`src/rtl/nibble_serial_adder.sv`:
```
// nibble_serial_adder: adds two W-bit operands (W = 4*NIBBLES) plus a carry-in,
// one 4-bit digit per clock, through a single 4-bit full adder.
// Optional signed-overflow output Ovf is built when NIBBLE_SERIAL_ADDER_OVF_EN
// is defined; the default build leaves the port and its logic out.
//
// Handshake: Start is a request. It is accepted on a rising edge in IDLE or
// DONE and ignored in RUN (Busy=1 tells the requester to hold off). Done pulses
// for exactly one cycle when Sum/Cout (and Ovf) take the new result. Sum/Cout
// keep that value until the next completion.

// 4-bit full adder: the only arithmetic element in the datapath.
module FullAdder_4Bit (
  input  logic [3:0] a,
  input  logic [3:0] b,
  input  logic       cin,
  output logic [3:0] sum,
  output logic       cout
);

  // Five-bit add so the digit carry lands in cout.
  assign {cout, sum} = {1'b0, a} + {1'b0, b} + {4'b0000, cin};

endmodule

module nibble_serial_adder #(
  parameter int NIBBLES = 4
) (
  input  logic                 clk,
  input  logic                 reset_n,
  input  logic                 Start,
  input  logic [4*NIBBLES-1:0] A,
  input  logic [4*NIBBLES-1:0] B,
  input  logic                 Cin,
  output logic                 Busy,
  output logic                 Done,
  output logic [4*NIBBLES-1:0] Sum,
`ifdef NIBBLE_SERIAL_ADDER_OVF_EN
  output logic                 Cout,
  output logic                 Ovf
`else
  output logic                 Cout
`endif
);

  localparam int W     = 4 * NIBBLES;
  localparam int IDX_W = (NIBBLES > 1) ? $clog2(NIBBLES) : 1;
  localparam logic [IDX_W-1:0] LAST_IDX = IDX_W'(NIBBLES - 1);

  typedef enum logic [1:0] {
    S_IDLE = 2'd0,
    S_RUN  = 2'd1,
    S_DONE = 2'd2
  } state_e;

  // FSM state is kept in state_q; checkers bind to state_q and idx_q directly.
  state_e           state_q, state_d;
  logic [IDX_W-1:0] idx_q, idx_d;
  logic [W-1:0]     a_q, a_d;
  logic [W-1:0]     b_q, b_d;
  logic             carry_q, carry_d;
  logic [W-1:0]     psum_q, psum_d;
  logic [W-1:0]     sum_q, sum_d;
  logic             cout_q, cout_d;
  logic             busy_q, busy_d;
  logic             done_q, done_d;
`ifdef NIBBLE_SERIAL_ADDER_OVF_EN
  logic             ovf_q, ovf_d;
`endif

  // Datapath nets around the shared digit adder.
  logic [3:0]   a_nib;
  logic [3:0]   b_nib;
  logic [3:0]   fa_sum;
  logic         fa_cout;
  logic [W-1:0] psum_ins;

  // Pick the current digit of each latched operand.
  always_comb begin
    a_nib = 4'h0;
    b_nib = 4'h0;
    for (int i = 0; i < NIBBLES; i++) begin
      if (idx_q == IDX_W'(i)) begin
        a_nib = a_q[i*4 +: 4];
        b_nib = b_q[i*4 +: 4];
      end
    end
  end

  FullAdder_4Bit u_fa (
    .a    (a_nib),
    .b    (b_nib),
    .cin  (carry_q),
    .sum  (fa_sum),
    .cout (fa_cout)
  );

  // Partial sum with this cycle's digit dropped into its slot; on the last
  // digit this is the complete result.
  always_comb begin
    psum_ins = psum_q;
    for (int i = 0; i < NIBBLES; i++) begin
      if (idx_q == IDX_W'(i)) begin
        psum_ins[i*4 +: 4] = fa_sum;
      end
    end
  end

  // Next-state and next-output logic for the IDLE/RUN/DONE sequencer.
  always_comb begin
    state_d = state_q;
    idx_d   = idx_q;
    a_d     = a_q;
    b_d     = b_q;
    carry_d = carry_q;
    psum_d  = psum_q;
    sum_d   = sum_q;
    cout_d  = cout_q;
    busy_d  = 1'b0;
    done_d  = 1'b0;
`ifdef NIBBLE_SERIAL_ADDER_OVF_EN
    ovf_d   = ovf_q;
`endif
    case (state_q)
      // DONE accepts a new request just like IDLE, giving back-to-back
      // operation with no idle gap.
      S_IDLE, S_DONE: begin
        if (Start) begin
          a_d     = A;
          b_d     = B;
          carry_d = Cin;
          idx_d   = '0;
          psum_d  = '0;
          busy_d  = 1'b1;
          state_d = S_RUN;
        end else begin
          state_d = S_IDLE;
        end
      end
      // Start is deliberately not looked at here: a request in flight is
      // never disturbed.
      S_RUN: begin
        carry_d = fa_cout;
        psum_d  = psum_ins;
        if (idx_q == LAST_IDX) begin
          sum_d   = psum_ins;
          cout_d  = fa_cout;
          done_d  = 1'b1;
          idx_d   = '0;
          state_d = S_DONE;
`ifdef NIBBLE_SERIAL_ADDER_OVF_EN
          // Signed overflow: like-signed operands giving an opposite-signed sum.
          ovf_d   = (a_q[W-1] == b_q[W-1]) && (psum_ins[W-1] != a_q[W-1]);
`endif
        end else begin
          idx_d   = idx_q + IDX_W'(1);
          busy_d  = 1'b1;
        end
      end
      default: begin
        state_d = S_IDLE;
      end
    endcase
  end

  // State and output registers; reset clears everything without a clock.
  always_ff @(posedge clk or negedge reset_n) begin
    if (!reset_n) begin
      state_q <= S_IDLE;
      idx_q   <= '0;
      a_q     <= '0;
      b_q     <= '0;
      carry_q <= 1'b0;
      psum_q  <= '0;
      sum_q   <= '0;
      cout_q  <= 1'b0;
      busy_q  <= 1'b0;
      done_q  <= 1'b0;
`ifdef NIBBLE_SERIAL_ADDER_OVF_EN
      ovf_q   <= 1'b0;
`endif
    end else begin
      state_q <= state_d;
      idx_q   <= idx_d;
      a_q     <= a_d;
      b_q     <= b_d;
      carry_q <= carry_d;
      psum_q  <= psum_d;
      sum_q   <= sum_d;
      cout_q  <= cout_d;
      busy_q  <= busy_d;
      done_q  <= done_d;
`ifdef NIBBLE_SERIAL_ADDER_OVF_EN
      ovf_q   <= ovf_d;
`endif
    end
  end

  assign Busy = busy_q;
  assign Done = done_q;
  assign Sum  = sum_q;
  assign Cout = cout_q;
`ifdef NIBBLE_SERIAL_ADDER_OVF_EN
  assign Ovf  = ovf_q;
`endif

endmodule

```
`config.mk`:
```
export PLATFORM = sky130hd
export DESIGN_NAME = nibble_serial_adder
export DESIGN_NICKNAME = d
export VERILOG_FILES = /design/src/rtl/nibble_serial_adder.sv
export SDC_FILE = /design/constraint.sdc
export NUM_CORES = 1
export LEC_CHECK = 0
export CAP_MARGIN = 20
export CORE_ASPECT_RATIO = 0.7
export CORE_MARGIN = 4
export CORE_UTILIZATION = 47
export DETAILED_ROUTE_END_ITERATION = 12
export PLACE_DENSITY = 0.79
export SYNTH_ARGS = -nofsm -noshare
export SYNTH_HDL_FRONTEND = slang
export SYNTH_SLANG_ARGS = --single-unit
```
`constraint.sdc`:
```
create_clock -name clk -period 3.1 [get_ports clk]
set_input_delay 0.62 -clock clk [delete_from_list [all_inputs] [get_ports clk]]
set_output_delay 0.62 -clock clk [all_outputs]
set_load 0.005 [all_outputs]
```
==> impl_results.md <==
- Final Hold Viols: 0
- Clk_lat worst skew: 0.34 ns
- Minimum clock period: 2.88 ns
- Final total power: 4.64 mW
- Count leader, synth: nand2_1
- Drt drc: 0
- Vias/cell: 5.17
- FMAX: 347 MHz
- Cell area after synthesis: 0.00311 mm^2
- Post-synth top area share: 54.7%
- Share of cells above drive strength 1: under 10%
- Startpoint class of the critical path: flop
- TritonCTS Buffers: 9
- Worst EP arrival: around 3.1 ns
- RePlAce Congestion: 0.847
- Worst vdd ir: 0.502 mV
- Comb power frac: 50.7%
- Synth area leader: dfrtp_1
- Die X: between 100 and 150 um
- ANT nets after route: 0
- Least-Margin Pin Slew: 0.848 ns
- Top_reg_cell synth: dfrtp_1
- Synthesis-stage register bit count: 68
- PortBufs: 54
- Setup violators final: 0
- Seq/Total Area, Yosys: 54.7%
- Drt initial violations: 163
- Final setup skew: 0.00565 ns
- Vias in the first global route: 2306
- Status: finished clean
- Number of synthesized flops with an enable pin: 0
- Initial Util: 49.1%
- Clock-pin transition on the worst setup and hold timing paths: 0.07 ns
- Dpl cell area: ~0.0037 mm^2
- Placeable core area: 0.00634 mm^2
- Antenna Cells: 0
- Worst setup margin: 0.219 ns
- Global route total overflow: 0
- DRT Wirelength: ~7400 um
- Critical path class: reg -> reg
- DRT Pass-1 Iters: 4
- Period utilization: 92.9%
- Worst slew margin: 43.5%
- Maximum capacitance violations: 0
- Crit end category: flop
- Sw Ratio: 40.5%
- Int Power: between 2 and 3 mW
- Pleak: about 1.9 nW
- Clock buffer depth: 2
- DIE AREA: approximately 0.008 mm^2
- Post-synth cell types: 29
- DR WL/cell: around 15 um
- Critical path data required time: 3.32 ns
- Worst R2R Setup Slack: 0.22 ns
- Pre-CTS setup slack: between 0.004 and 0.005 ns
- Via Count: 2522
- CTS Sinks: 68
- Mapped Cells: 342
- Avg Inst Size Synth: 9.10 um^2
- Top post-synthesis cells by count: nand2_1 (128), dfrtp_1 (68), o21ai_0 (32)
- CTS tree: done
- Initial antenna violation count: 0
- # rows: 24
- Total GRT Usage: 19.0%
- FF+latch area: 0.00170 mm^2
- Sequential share of power: 32.4%
- Sw Pwr: 1.88 mW
- Async SR Flop Fraction: 100%
- First-pass GRT wire length: 12100 um
- DP Wirelength: 5060 um
- Leading post-synthesis cells by cell area: dfrtp_1 (55%), nand2_1 (15%), o21ai_0 (5.1%)
- Filler cells: 542
- Die height: 76.1 um
- Area Growth Syn to Fin: 27.6%
- PwrDens: roughly 1200 mW/mm^2
- Total Neg Setup Slack: 0 ns
- Yosys warns: 0
- H-Tree Depth: 3
- Area of the multi-input gates: 0.00129 mm^2
- Largest net degree at the start of global routing: 69
- Synthesized Nets: a little under 400
- Final Cell Area: 0.00397 mm^2
- Finished Core Util: a little over three fifths
- Worst Hold Class: in -> async
- Nets: 437
- Io pins: 55
- CTS root buf: clkbuf_8
- Largest fanout on the critical path: 17
- Clock power frac: around 17%
- RSZ-0062 raised after global routing: no
- Fin. max-slew vios: 0
-- final timing paths --
path                                      start                endpoint  cells past startpoint
min                                     reset_n      Sum[9]$_DFFE_PN0P_                      2
max reg2reg                idx_q[1]$_DFFE_PN0P_  psum_q[11]$_DFFE_PN0P_                     11
max in group asynchronous               reset_n      Sum[1]$_DFFE_PN0P_                      2
min reg2reg                 b_q[14]$_DFFE_PN0P_     b_q[14]$_DFFE_PN0P_                      2
max                        idx_q[1]$_DFFE_PN0P_  psum_q[11]$_DFFE_PN0P_                     11
min in group clk            b_q[14]$_DFFE_PN0P_     b_q[14]$_DFFE_PN0P_                      2
-- what timing repair did --
| item | in CTS | in global routing |
|---|---|---|
| hold buffers | 0 | 0 |
| buffers inserted | 0 | 0 |
| pin swaps | 0 | 0 |
| endpoints found under the setup margin | 2 | 6 |
| gates resized for setup | 2 | 2 |
-- cell type report --
class / count / share of cell area [%]
Clock buffer: 13 / 4.51
Clock inverter: 3 / 1.07
Inverter: 9 / 0.851
Multi-Input combinational cell: 240 / 32.5
Sequential cell: 68 / 42.8
Tap cell: 91 / 2.87
Timing Repair Buffer: 64 / 15.4
-- through the flow --
step	hold WS (ns)	std cells
finish	0.465	488
global route	0.502	488
CTS	0.485	488
detailed placement	0.467	472
global placement	0.464	472
floorplan	0.324	342
-- logic make-up (layout without fill, tap and decap cells) --
family	count (synthesis)	in the layout	synth area share, %
AOI/OAI and AO/OA	70	70	13.6
xor gates and xnor gates	1	1	0.282
adders and majority gates	9	9	4.10
buffers and inverters	34	89	4.42
DFF	68	68	54.7
muxes	7	7	2.41
and+or+nand+nor	153	153	20.5
-- registers in the layout (all words and copies together), names as in the netlist --
register	cells
a_q	16
Cout	1
Busy	1
b_q	16
state_q	2
psum_q	12
carry_q	1
Sum	16
idx_q	2
Done	1
-- cells in the final DEF, fill, tap and decap left out, drive strengths merged, types with 7 or more instances in the layout --
cell / Yosys / final
ha: 7 / 7
clkbuf: 15 / 13
buf: 10 / 11
a21oi: 17 / 17
inv: 9 / 9
o21ai: 33 / 33
nand2: 128 / 128
clkdlybuf4s50: 0 / 53
dfrtp: 68 / 68
-- worst max-delay path: stages (launching register included) --
cell	delay, ns
dfrtp_1	0.41
inv_1	0.12
ha_2	0.35
nand3b_1	0.15
a21oi_1	0.06
a21oi_1	0.14
o21ai_0	0.10
ha_1	0.39
and3b_1	0.20
or3_4	0.38
and2_4	0.19
a32o_1	0.26
-- power groups by stage --
stage | Sequential [mW] | Combinational [mW] | Clock (mW)
after floorplan | 1.45 | 1.50 | 0
after global placement | 1.50 | 2.18 | 0
after detailed placement | 1.51 | 2.27 | 0
after CTS | 1.50 | 2.30 | 0.800
after global routing | 1.54 | 2.60 | 0.846
final | 1.50 | 2.35 | 0.788
-- layer usage --
layer | up-vias | track usage, % | share of wire (%)
li1 | 1227 | - | -
met1 | 1198 | 29.7 | 50
met2 | 89 | 24.2 | 42
met3 | 8 | 6.27 | 7.2
met4 | 0 | 6.16 | 0.97
met5 | - | 0 | 0
Note: power is estimated with default switching activity, not from simulation.
